===== src/rtl/bridge_pkg.sv =====
// Shared types, frame constants and the nibble-to-ASCII helper
// for the bridge read-response transmitter.
`timescale 1ns/1ps
package bridge_pkg;

  localparam logic [7:0] FRAME_HEADER = 8'h4D;
  localparam logic [7:0] CR           = 8'h0D;
  localparam logic [7:0] LF           = 8'h0A;
  localparam int         FRAME_LEN    = 7;

  typedef enum logic [1:0] {
    B_IDLE,
    B_SEND,
    B_DRAIN
  } bridge_state_e;

  typedef enum logic [1:0] {
    U_IDLE,
    U_START,
    U_DATA,
    U_STOP
  } uart_state_e;

  // Uppercase hex digit for one nibble.
  function automatic logic [7:0] nib2asc(
    input logic [3:0] n
  );
    if (n < 4'd10)
      return 8'h30 + {4'h0, n};
    else
      return 8'h37 + {4'h0, n};
  endfunction

  // Byte idx of the frame 'M' h h h h CR LF.
  function automatic logic [7:0] frame_byte(
    input logic [15:0] d,
    input logic [2:0]  idx
  );
    case (idx)
      3'd0:    return FRAME_HEADER;
      3'd1:    return nib2asc(d[15:12]);
      3'd2:    return nib2asc(d[11:8]);
      3'd3:    return nib2asc(d[7:4]);
      3'd4:    return nib2asc(d[3:0]);
      3'd5:    return CR;
      default: return LF;
    endcase
  endfunction

endpackage


===== src/rtl/bridge_uart_tx_uart.sv =====
// 8N1 UART transmitter (module uart_tx).
// Ports: clk, rst, data/valid/ready byte input, busy, tx line.
`timescale 1ns/1ps
module uart_tx
  import bridge_pkg::*;
#(
  parameter int CLOCKS_PER_BAUD = 868
) (
  input  logic       clk,
  input  logic       rst,
  input  logic [7:0] data,
  input  logic       valid,
  output logic       ready,
  output logic       busy,
  output logic       tx
);

  localparam int CW =
    (CLOCKS_PER_BAUD > 1) ? $clog2(CLOCKS_PER_BAUD) : 1;
  localparam logic [CW-1:0] BIT_LAST =
    CW'(CLOCKS_PER_BAUD - 1);
  // The idle cycle that follows STOP is the last
  // cycle of the stop bit, which lets the next
  // byte start without a gap while ready stays
  // tied to the idle state.
  localparam logic [CW-1:0] STOP_LAST =
    CW'(CLOCKS_PER_BAUD - 2);

  uart_state_e   r_state, w_state_nx;
  logic [CW-1:0] r_cnt, w_cnt_nx;
  logic [2:0]    r_bit, w_bit_nx;
  logic [7:0]    r_sh, w_sh_nx;
  logic          r_tx, w_tx_nx;
  logic          r_tail, w_tail_nx;

  always_ff @(posedge clk) begin
    if (rst) begin
      r_state <= U_IDLE;
      r_cnt   <= '0;
      r_bit   <= '0;
      r_sh    <= '0;
      r_tx    <= 1'b1;
      r_tail  <= 1'b0;
    end else begin
      r_state <= w_state_nx;
      r_cnt   <= w_cnt_nx;
      r_bit   <= w_bit_nx;
      r_sh    <= w_sh_nx;
      r_tx    <= w_tx_nx;
      r_tail  <= w_tail_nx;
    end
  end

  always_comb begin
    w_state_nx = r_state;
    w_cnt_nx   = r_cnt;
    w_bit_nx   = r_bit;
    w_sh_nx    = r_sh;
    w_tx_nx    = r_tx;
    w_tail_nx  = 1'b0;
    unique case (r_state)
      U_IDLE: begin
        if (valid) begin
          w_sh_nx    = data;
          w_cnt_nx   = '0;
          w_bit_nx   = '0;
          w_tx_nx    = 1'b0;
          w_state_nx = U_START;
        end
      end
      U_START: begin
        if (r_cnt == BIT_LAST) begin
          w_cnt_nx   = '0;
          w_tx_nx    = r_sh[0];
          w_state_nx = U_DATA;
        end else begin
          w_cnt_nx = r_cnt + CW'(1);
        end
      end
      U_DATA: begin
        if (r_cnt == BIT_LAST) begin
          w_cnt_nx = '0;
          if (r_bit == 3'd7) begin
            w_tx_nx    = 1'b1;
            w_state_nx = U_STOP;
          end else begin
            w_bit_nx = r_bit + 3'd1;
            w_sh_nx  = r_sh >> 1;
            w_tx_nx  = r_sh[1];
          end
        end else begin
          w_cnt_nx = r_cnt + CW'(1);
        end
      end
      U_STOP: begin
        if (r_cnt == STOP_LAST) begin
          w_cnt_nx   = '0;
          w_tail_nx  = 1'b1;
          w_state_nx = U_IDLE;
        end else begin
          w_cnt_nx = r_cnt + CW'(1);
        end
      end
      default: w_state_nx = U_IDLE;
    endcase
  end

  assign ready = (r_state == U_IDLE);
  assign busy  = (r_state != U_IDLE) || r_tail;
  assign tx    = r_tx;

endmodule


===== src/rtl/bridge_uart_tx.sv =====
// Sends a 16-bit read result as "Mhhhh\r\n" over 8N1.
// Ports: clk, rst, rdata_i, rw_i, valid_i in; busy_o, tx out.
`timescale 1ns/1ps
module bridge_uart_tx
  import bridge_pkg::*;
#(
  parameter int CLOCKS_PER_BAUD = 868
) (
  input  logic        clk,
  input  logic        rst,
  input  logic [15:0] rdata_i,
  input  logic        rw_i,
  input  logic        valid_i,
  output logic        busy_o,
  output logic        tx
);

  bridge_state_e r_state, w_state_nx;
  logic [15:0]   r_data, w_data_nx;
  logic [2:0]    r_idx, w_idx_nx;
  logic          r_uv, w_uv_nx;
  logic [7:0]    r_ub, w_ub_nx;
  logic          w_uready;
  logic          w_ubusy;

  always_ff @(posedge clk) begin
    if (rst) begin
      r_state <= B_IDLE;
      r_data  <= '0;
      r_idx   <= '0;
      r_uv    <= 1'b0;
      r_ub    <= '0;
    end else begin
      r_state <= w_state_nx;
      r_data  <= w_data_nx;
      r_idx   <= w_idx_nx;
      r_uv    <= w_uv_nx;
      r_ub    <= w_ub_nx;
    end
  end

  always_comb begin
    w_state_nx = r_state;
    w_data_nx  = r_data;
    w_idx_nx   = r_idx;
    w_uv_nx    = r_uv;
    w_ub_nx    = r_ub;
    unique case (r_state)
      B_IDLE: begin
        w_uv_nx = 1'b0;
        if (valid_i && rw_i) begin
          w_data_nx  = rdata_i;
          w_idx_nx   = '0;
          w_state_nx = B_SEND;
        end
      end
      B_SEND: begin
        // Next byte is staged while the UART is
        // still shifting, so it is waiting in the
        // UART's idle cycle and bytes are gapless.
        if (r_uv) begin
          if (w_uready) begin
            w_uv_nx  = 1'b0;
            w_idx_nx = r_idx + 3'd1;
            if (r_idx == 3'(FRAME_LEN - 1))
              w_state_nx = B_DRAIN;
          end
        end else begin
          w_uv_nx = 1'b1;
          w_ub_nx = frame_byte(r_data, r_idx);
        end
      end
      B_DRAIN: begin
        if (!w_ubusy) begin
          w_idx_nx   = '0;
          w_state_nx = B_IDLE;
        end
      end
      default: w_state_nx = B_IDLE;
    endcase
  end

  uart_tx #(
    .CLOCKS_PER_BAUD(CLOCKS_PER_BAUD)
  ) u_uart (
    .clk   (clk),
    .rst   (rst),
    .data  (r_ub),
    .valid (r_uv),
    .ready (w_uready),
    .busy  (w_ubusy),
    .tx    (tx)
  );

  assign busy_o = (r_state != B_IDLE);

endmodule


===== config.mk =====
export PLATFORM = sky130hd
export DESIGN_NAME = bridge_uart_tx
export DESIGN_NICKNAME = d
export VERILOG_FILES = /design/src/rtl/bridge_pkg.sv /design/src/rtl/bridge_uart_tx_uart.sv /design/src/rtl/bridge_uart_tx.sv
export SDC_FILE = /design/constraint.sdc
export NUM_CORES = 1
export LEC_CHECK = 0
export CAP_MARGIN = 20
export CORE_MARGIN = 4
export CORE_UTILIZATION = 59
export DETAILED_ROUTE_END_ITERATION = 8
export HOLD_SLACK_MARGIN = 0.05
export PLACE_DENSITY = 0.81
export SYNTH_ARGS = -nofsm -noshare
export SYNTH_HDL_FRONTEND = slang
export SYNTH_SLANG_ARGS = --single-unit
export TNS_END_PERCENT = 5

===== constraint.sdc =====
create_clock -name clk -period 2.15 [get_ports clk]
set_clock_uncertainty 0.1 [all_clocks]
set_input_delay 0.645 -clock clk [delete_from_list [all_inputs] [get_ports clk]]
set_output_delay 0.645 -clock clk [all_outputs]
set_load 0.05 [all_outputs]

==> results.toml, run 1 <==
[clock_tree]
cts_buffers = 5
hold_buffers = 0
worst_skew_pair.late_latency_ns = 0.31
cts.sinks = 53
cts.clk_slew.worst_paths_ns = 0.10
root_buffer = "clkbuf_8"
clk_path_buf_depth = 2
h-tree-depth = 2
cts_tree = "built"

[status]
outcome = "finished, final reports clean"

[power_and_ir_drop]
p_leak_nw = 1.30
switching_share_pct = 30.8
power_switching_mw = 0.730
max-vdd-ir-drop_v = 0.000465
power_mw = 2.37
power.density_mw_per_mm2 = 674
p_seq_share_pct = 45.9
power_frac_clock_pct = 30.2
p_int_mw = 1.64
p_comb_share_pct = 23.9

[floorplanning]
fp.dieArea_mm2 = 0.00639
ios = 22
core_region_area_mm2 = 0.00488
die_h_um = 80.0
start_util_pct = 62.6
die_x_um = 80.0
placementRows = 25

[timing]
setup_ws_ns = 0.0530
fin_crit_sh_pct = 97.5
setup_viol = 0
finalHoldViolCount = 0
max_freq_ghz = 0.477
holdWs_ns = 0.370
slew_headroom_pct = 65.9
final.min_clock_period_ns = 2.10
rsz0062_at_grt = "yes"
slew_viol_final = 0
tightest_slew_ns = 0.511

[global_route]
grt_pass1_vias = 2518
antenna_found_initial = 0
grt_use_total_pct = 21.9
grt_max_degree = 22
overflow = 0
grt_pass1_wl_um = 11400

[cells_and_area]
nets = 449
area_growth_pct = 15.2
final_common_cell = "nand2_1"
drive_above_1_share_pct = 8.76
antenna_cells = 0
final_core_util_pct = 72.1
final_cell_mix = "70 x nand2_1, 53 x dfxtp_1, 36 x a21oi_1, 27 x nor2_1, 25 x inv_1"
layout.cells.non_filler = 478

[logic_synthesis]
netlist_area_mm2 = 0.00306
synth_ff_type = "dfxtp_1"
ys_ff_latch = 53
yosysSeqAreaShare_pct = 34.7
yosysUniqueCellTypes = 49
synth_warnings = 0
synth_edf_count = 0
synthCells = 388
avgSynthCellArea_um2 = 7.87
syn_nets = 427
synthArstFlopShare_pct = 0

[detailed_routing]
wl_per_cell_um = 14.2
dr.pass1.iters = 4
vias = 2830
detail_route.iter0.violations = 193
drc = 0
antenna_left = 0
viasPerCell = 5.92
routed_wl_um = 6810

[setup_path]
arrival_ns = 1.35
cp_cell_sequence = "nor2_1 > inv_1 > buf_12"
cp_data_required_time_ns = 1.40
cp_slowest_cell = "dfxtp_1"
start_kind = "register"
crit_path_max_fanout = 14
worst_path_largest_cell_delay_ns = 0.65
critPathKind = "reg2out"
cp-end-kind = "output pin"

[run]
max_cap_violations = 0

[worst_hold_path]
worstHoldPathType = "reg2reg"

[place]
post-dp-hpwl_um = 4690
port_buffers = 21
place_inst = 470
pre_cts_slack_ns = -0.109
gp_congestion = 0.973
## stage by stage
stage          setup TNS [ns]  instance area (µm²)
6_report                    0                 3520
5_1_grt               -0.0691                 3520
4_1_cts                     0                 3500
3_5_place_dp           -0.458                 3380
3_3_place_gp           -0.198                 3380
2_1_floorplan               0                 3060
## cells in the mapped netlist (all sizes together) (2+ instances only)
| master | number | share of area, % |
|---|---|---|
| nand4 | 3 | 0.61 |
| mux2i | 9 | 2.9 |
| mux2 | 4 | 1.5 |
| nor4 | 3 | 0.61 |
| ha | 19 | 7.8 |
| inv | 25 | 3.1 |
| a22o | 3 | 0.90 |
| a211oi | 3 | 0.74 |
| nor2b | 10 | 2.0 |
| nand2b | 2 | 0.41 |
| o21ai | 21 | 3.4 |
| nand2 | 70 | 8.6 |
| nor4bb | 3 | 0.98 |
| and4b | 5 | 1.6 |
| o31ai | 3 | 0.74 |
| o311ai | 3 | 0.86 |
| a221oi | 3 | 1.1 |
| nor3 | 14 | 2.3 |
| nand3b | 3 | 0.74 |
| nor2 | 27 | 3.3 |
| o211ai | 2 | 0.49 |
| nand3 | 7 | 1.1 |
| o22ai | 2 | 0.41 |
| a21boi | 4 | 0.98 |
| a31oi | 5 | 1.2 |
| clkbuf | 15 | 1.8 |
| a22oi | 8 | 2.0 |
| xnor2 | 4 | 1.1 |
| a32o | 2 | 0.66 |
| o21a | 2 | 0.49 |
| buf | 3 | 0.45 |
| a2111oi | 2 | 1.2 |
| a21oi | 36 | 5.9 |
| dfxtp | 53 | 35 |
## metal layers
| metal | routed length [µm] | vias to the layer above | global-route usage [%] | part of all wire, % |
|---|---|---|---|---|
| li1 | - | 1409 | - | - |
| met1 | 3300 | 1323 | 30.8 | 48 |
| met2 | 3090 | 86 | 35.1 | 45 |
| met3 | 349 | 12 | 4.29 | 5.1 |
| met4 | 61 | 0 | 4.05 | 0.90 |
| met5 | 0 | - | 0 | 0 |
## worst paths after layout
check	slack [ns]	start	cells past startpoint	endpoint
max	0.05	r_state[1]	3	busy_o
min	0.37	r_ub[2]	2	r_ub[2]
max reg2reg	0.12	r_idx[0]	6	r_ub[3]
min reg2reg	0.37	r_ub[2]	2	r_ub[2]
## critical path: cells and delay by family (launching register included)
kind	cells	cell delay (ns)
flops	1	0.65
buf+inv	2	0.27
simple gates	1	0.12
## repair_timing
action	4_1_cts	5_1_grt
endpoints found under the setup margin	0	17
buffers inserted	0	0
gates resized for setup	0	5
## area by class of cell
type	instances	area (µm²)
fill	395	1360
clock buffer	6	82.6
clock inverter	2	37.5
timing repair buffer	33	303
multi-input combinational	292	1860
tap	67	83.8
sequential	53	1060
inverter	25	93.8
## flip-flops by register name (all words and copies together), names as in the netlist
name,count
r_idx,3
u_uart.r_state,2
r_data,16
u_uart.r_sh,7
r_state,2
u_uart.r_tail,1
r_ub,7
u_uart.r_bit,3
u_uart.tx,1
u_uart.r_cnt,10
r_uv,1
## power groups by stage
stage | clock [mW] | combinational, mW | sequential (mW)
floorplan | 0 | 0.374 | 1.13
global placement | 0 | 0.547 | 1.11
detailed placement | 0 | 0.553 | 1.11
CTS | 0.734 | 0.558 | 1.09
global route | 0.775 | 0.637 | 1.10
finish | 0.716 | 0.567 | 1.09
## cells by family (layout without fill, tap and decap cells)
logic type,after synthesis,in the layout,share of synthesized area (%)
buffers and inverters,43,66,5.36
muxes,13,13,4.42
adders and majority gates,19,19,7.78
AOI/OAI and AO/OA,102,102,21.9
and+or+nand+nor,153,153,24.4
DFF,53,53,34.7
xor gates and xnor gates,5,5,1.43
Note: power is estimated with default switching activity, not from simulation.
==> run 2: changes to the inputs <==
Settings changed: CORE_MARGIN 4 to not set, SYNTH_HIERARCHICAL set to 1.
Clock period 2.15 ns to 2.38 ns, I/O delays scaled along.
==> run 2 against run 1 <==
  * Sequential cell count is 1 higher
  * Non-clock buffer count fell by 1
  * Synthesized cell count is 4.6% higher
  * Die area decreased by 9.8%
  * Count of clock-buffer cells in the layout is the same
  * Clock power down 14%
  * Core utilization decreased by 2.5 points
  * First-iteration DRC count down 6.7%
  * Synthesized area is 5.6% higher
  * Final cell count up 2.9%
  * Via count increased by 4.3%
  * Sequential share of layout area decreased by 0.15 points
  * Critical endpoint is now tx
  * Largest power group unchanged
==> results.toml, run 2 <==
[status]
outcome = "finished, final reports clean"

[timing]
fin_crit_sh_pct = 94.7
max_freq_ghz = 0.443
setup_viol = 0
final.min_clock_period_ns = 2.25
slew_headroom_pct = 61.9
tightest_slew_ns = 0.567
slew_viol_final = 0
finalHoldViolCount = 0
rsz0062_at_grt = "no"
holdWs_ns = 0.362
tns_ns = 0

[logic_synthesis]
synth_ff_type = "dfxtp_1"
synthArstFlopShare_pct = 0
avgSynthCellArea_um2 = 7.95
synthCells = 406
synthTopCellsByArea = "dfxtp_1 34%, nand2_1 7.7%, a21oi_1 7.0%"
ys_ff_latch = 54
synth_top_area_share_pct = 33.5
yosysUniqueCellTypes = 58
yosysMostFrequentCell = "nand2_1"
syn_nets = 444
synth_common_cells = "66 x nand2_1, 54 x dfxtp_1, 45 x a21oi_1"
yosysSeqAreaShare_pct = 33.5
synth_warnings = 6
netlist_area_mm2 = 0.00323
synth_edf_count = 0
synth_top_cell_by_area = "dfxtp_1"

[setup_path]
worst_path_largest_cell_delay_ns = 0.79
cp.buffers_inverters = 1
start_kind = "register"
critPathKind = "reg2out"
cp_data_required_time_ns = 1.57
crit_path_max_fanout = 2
cp_slowest_cell = "clkdlybuf4s50_1"
cp-end-kind = "output pin"
cp_top_family = "buffers and inverters"
cp_cell_sequence = "clkdlybuf4s50_1"
arrival_ns = 1.44

[place]
port_buffers = 21
gp_congestion = 0.877
post-dp-hpwl_um = 5120

[clock_tree]
cts_tree = "built"
cts_setup_buffers = 0
cts.sinks = 54
root_buffer = "clkbuf_8"
hold_buffers = 0
cts.clk_slew.worst_paths_ns = 0.10
worst_skew_pair.late_latency_ns = 0.31
cts_buffers = 5
clk_path_buf_depth = 2
ctsResizeCount = 0
h-tree-depth = 2

[floorplanning]
placementRows = 26
fp.dieArea_mm2 = 0.00577
ios = 22
die_h_um = 76.0
core_region_area_mm2 = 0.00517
die_x_um = 76.0
start_util_pct = 62.4

[detailed_routing]
wl_per_cell_um = 14.4
drc = 0
vias = 2951
viasPerCell = 6.00
routed_wl_um = 7090
dr.pass1.iters = 4
antenna_left = 0
detail_route.iter0.violations = 180

[cells_and_area]
final_cell_mix = "66 x nand2_1, 54 x dfxtp_1, 45 x a21oi_1, 23 x o21ai_0"
largest_reg_flops = 16
drive_above_1_share_pct = 8.06
fillers = 427
final_core_util_pct = 69.7
reg_top3 = "r_data (16), u_uart/r_cnt (10), u_uart/r_sh (8)"
antenna_cells = 0
final_common_cell = "nand2_1"
area_growth_pct = 11.7
largest-register = "r_data"
nets = 459

[run]
max_cap_violations = 0

[global_route]
antenna_found_initial = 0
grt_pass1_vias = 2688
grt_pass1_wl_um = 12100
grt_use_total_pct = 25.4
grt_max_degree = 21
overflow = 0

[power_and_ir_drop]
p_comb_share_pct = 31.5
max-vdd-ir-drop_v = 0.000544
power_mw = 2.49
switching_share_pct = 33.9
p_seq_share_pct = 43.7
p_int_mw = 1.65
power_switching_mw = 0.845
p_leak_nw = 1.21
power_frac_clock_pct = 24.8
power.density_mw_per_mm2 = 692

[worst_hold_path]
worstHoldPathType = "reg2reg"
==> run 2: worst paths after layout <==
| path | from | endpoint | slack, ns | depth (start not counted) |
|---|---|---|---|---|
| worst min register to register | r_ub[6] | r_ub[6] | 0.36 | 2 |
| worst min-delay path | r_ub[6] | r_ub[6] | 0.36 | 2 |
| worst max-delay path | u_uart/tx | tx | 0.13 | 1 |
| worst max register to register | u_uart/r_cnt[2] | u_uart/r_bit[0] | 0.15 | 4 |
==> run 2: logic make-up after synthesis <==
group,synth area share [%]
AND/OR/NAND/NOR,23.6
AO/OA/AOI/OAI,25.7
flip-flops,33.5
buffers and inverters,6.20
adder cells (fa/ha/maj),6.98
multiplexers,2.79
XOR/XNOR,1.09
other,0.116
==> run 2: stage by stage <==
stage	instances	area (µm²)	worst slack [ns]
after CTS	492	3600	0.112
after floorplan	406	3230	0.240
after global routing	492	3600	0.0758
final	492	3600	0.125
after detailed placement	484	3490	0.146
after global placement	484	3490	0.114
==> run 2: final cells by class <==
cell class              count  area (µm²)  area share [%]
clock inverters             2        37.5            1.04
flip-flops and latches     54        1080            30.0
inverters                  21        78.8            2.19
clock buffers               6        72.6            2.01
well taps                  70        87.6            2.43
repair buffers             32         298            8.26
multi-input cells         307        1950            54.1
==> run 2: metal layers <==
layer	vias to the layer above	routed length, µm	global-route usage (%)
met4	0	70	7.50
li1	1493	-	-
met3	9	387	4.58
met1	1377	3500	36.2
met2	72	3140	39.1
met5	-	0	0
==> run 2: power groups by stage <==
stage | Clock (mW) | Sequential [mW] | Combinational (mW)
2_1_floorplan | 0 | 1.11 | 0.549
3_3_place_gp | 0 | 1.11 | 0.745
3_5_place_dp | 0 | 1.11 | 0.769
4_1_cts | 0.636 | 1.09 | 0.774
5_1_grt | 0.666 | 1.10 | 0.877
6_report | 0.618 | 1.09 | 0.786
==> run 2: tightest hold or removal path: stages, from the launching register on <==
cell	delay, ns
dfxtp_1	0.33
nand2_1	0.05
nand2_1	0.04
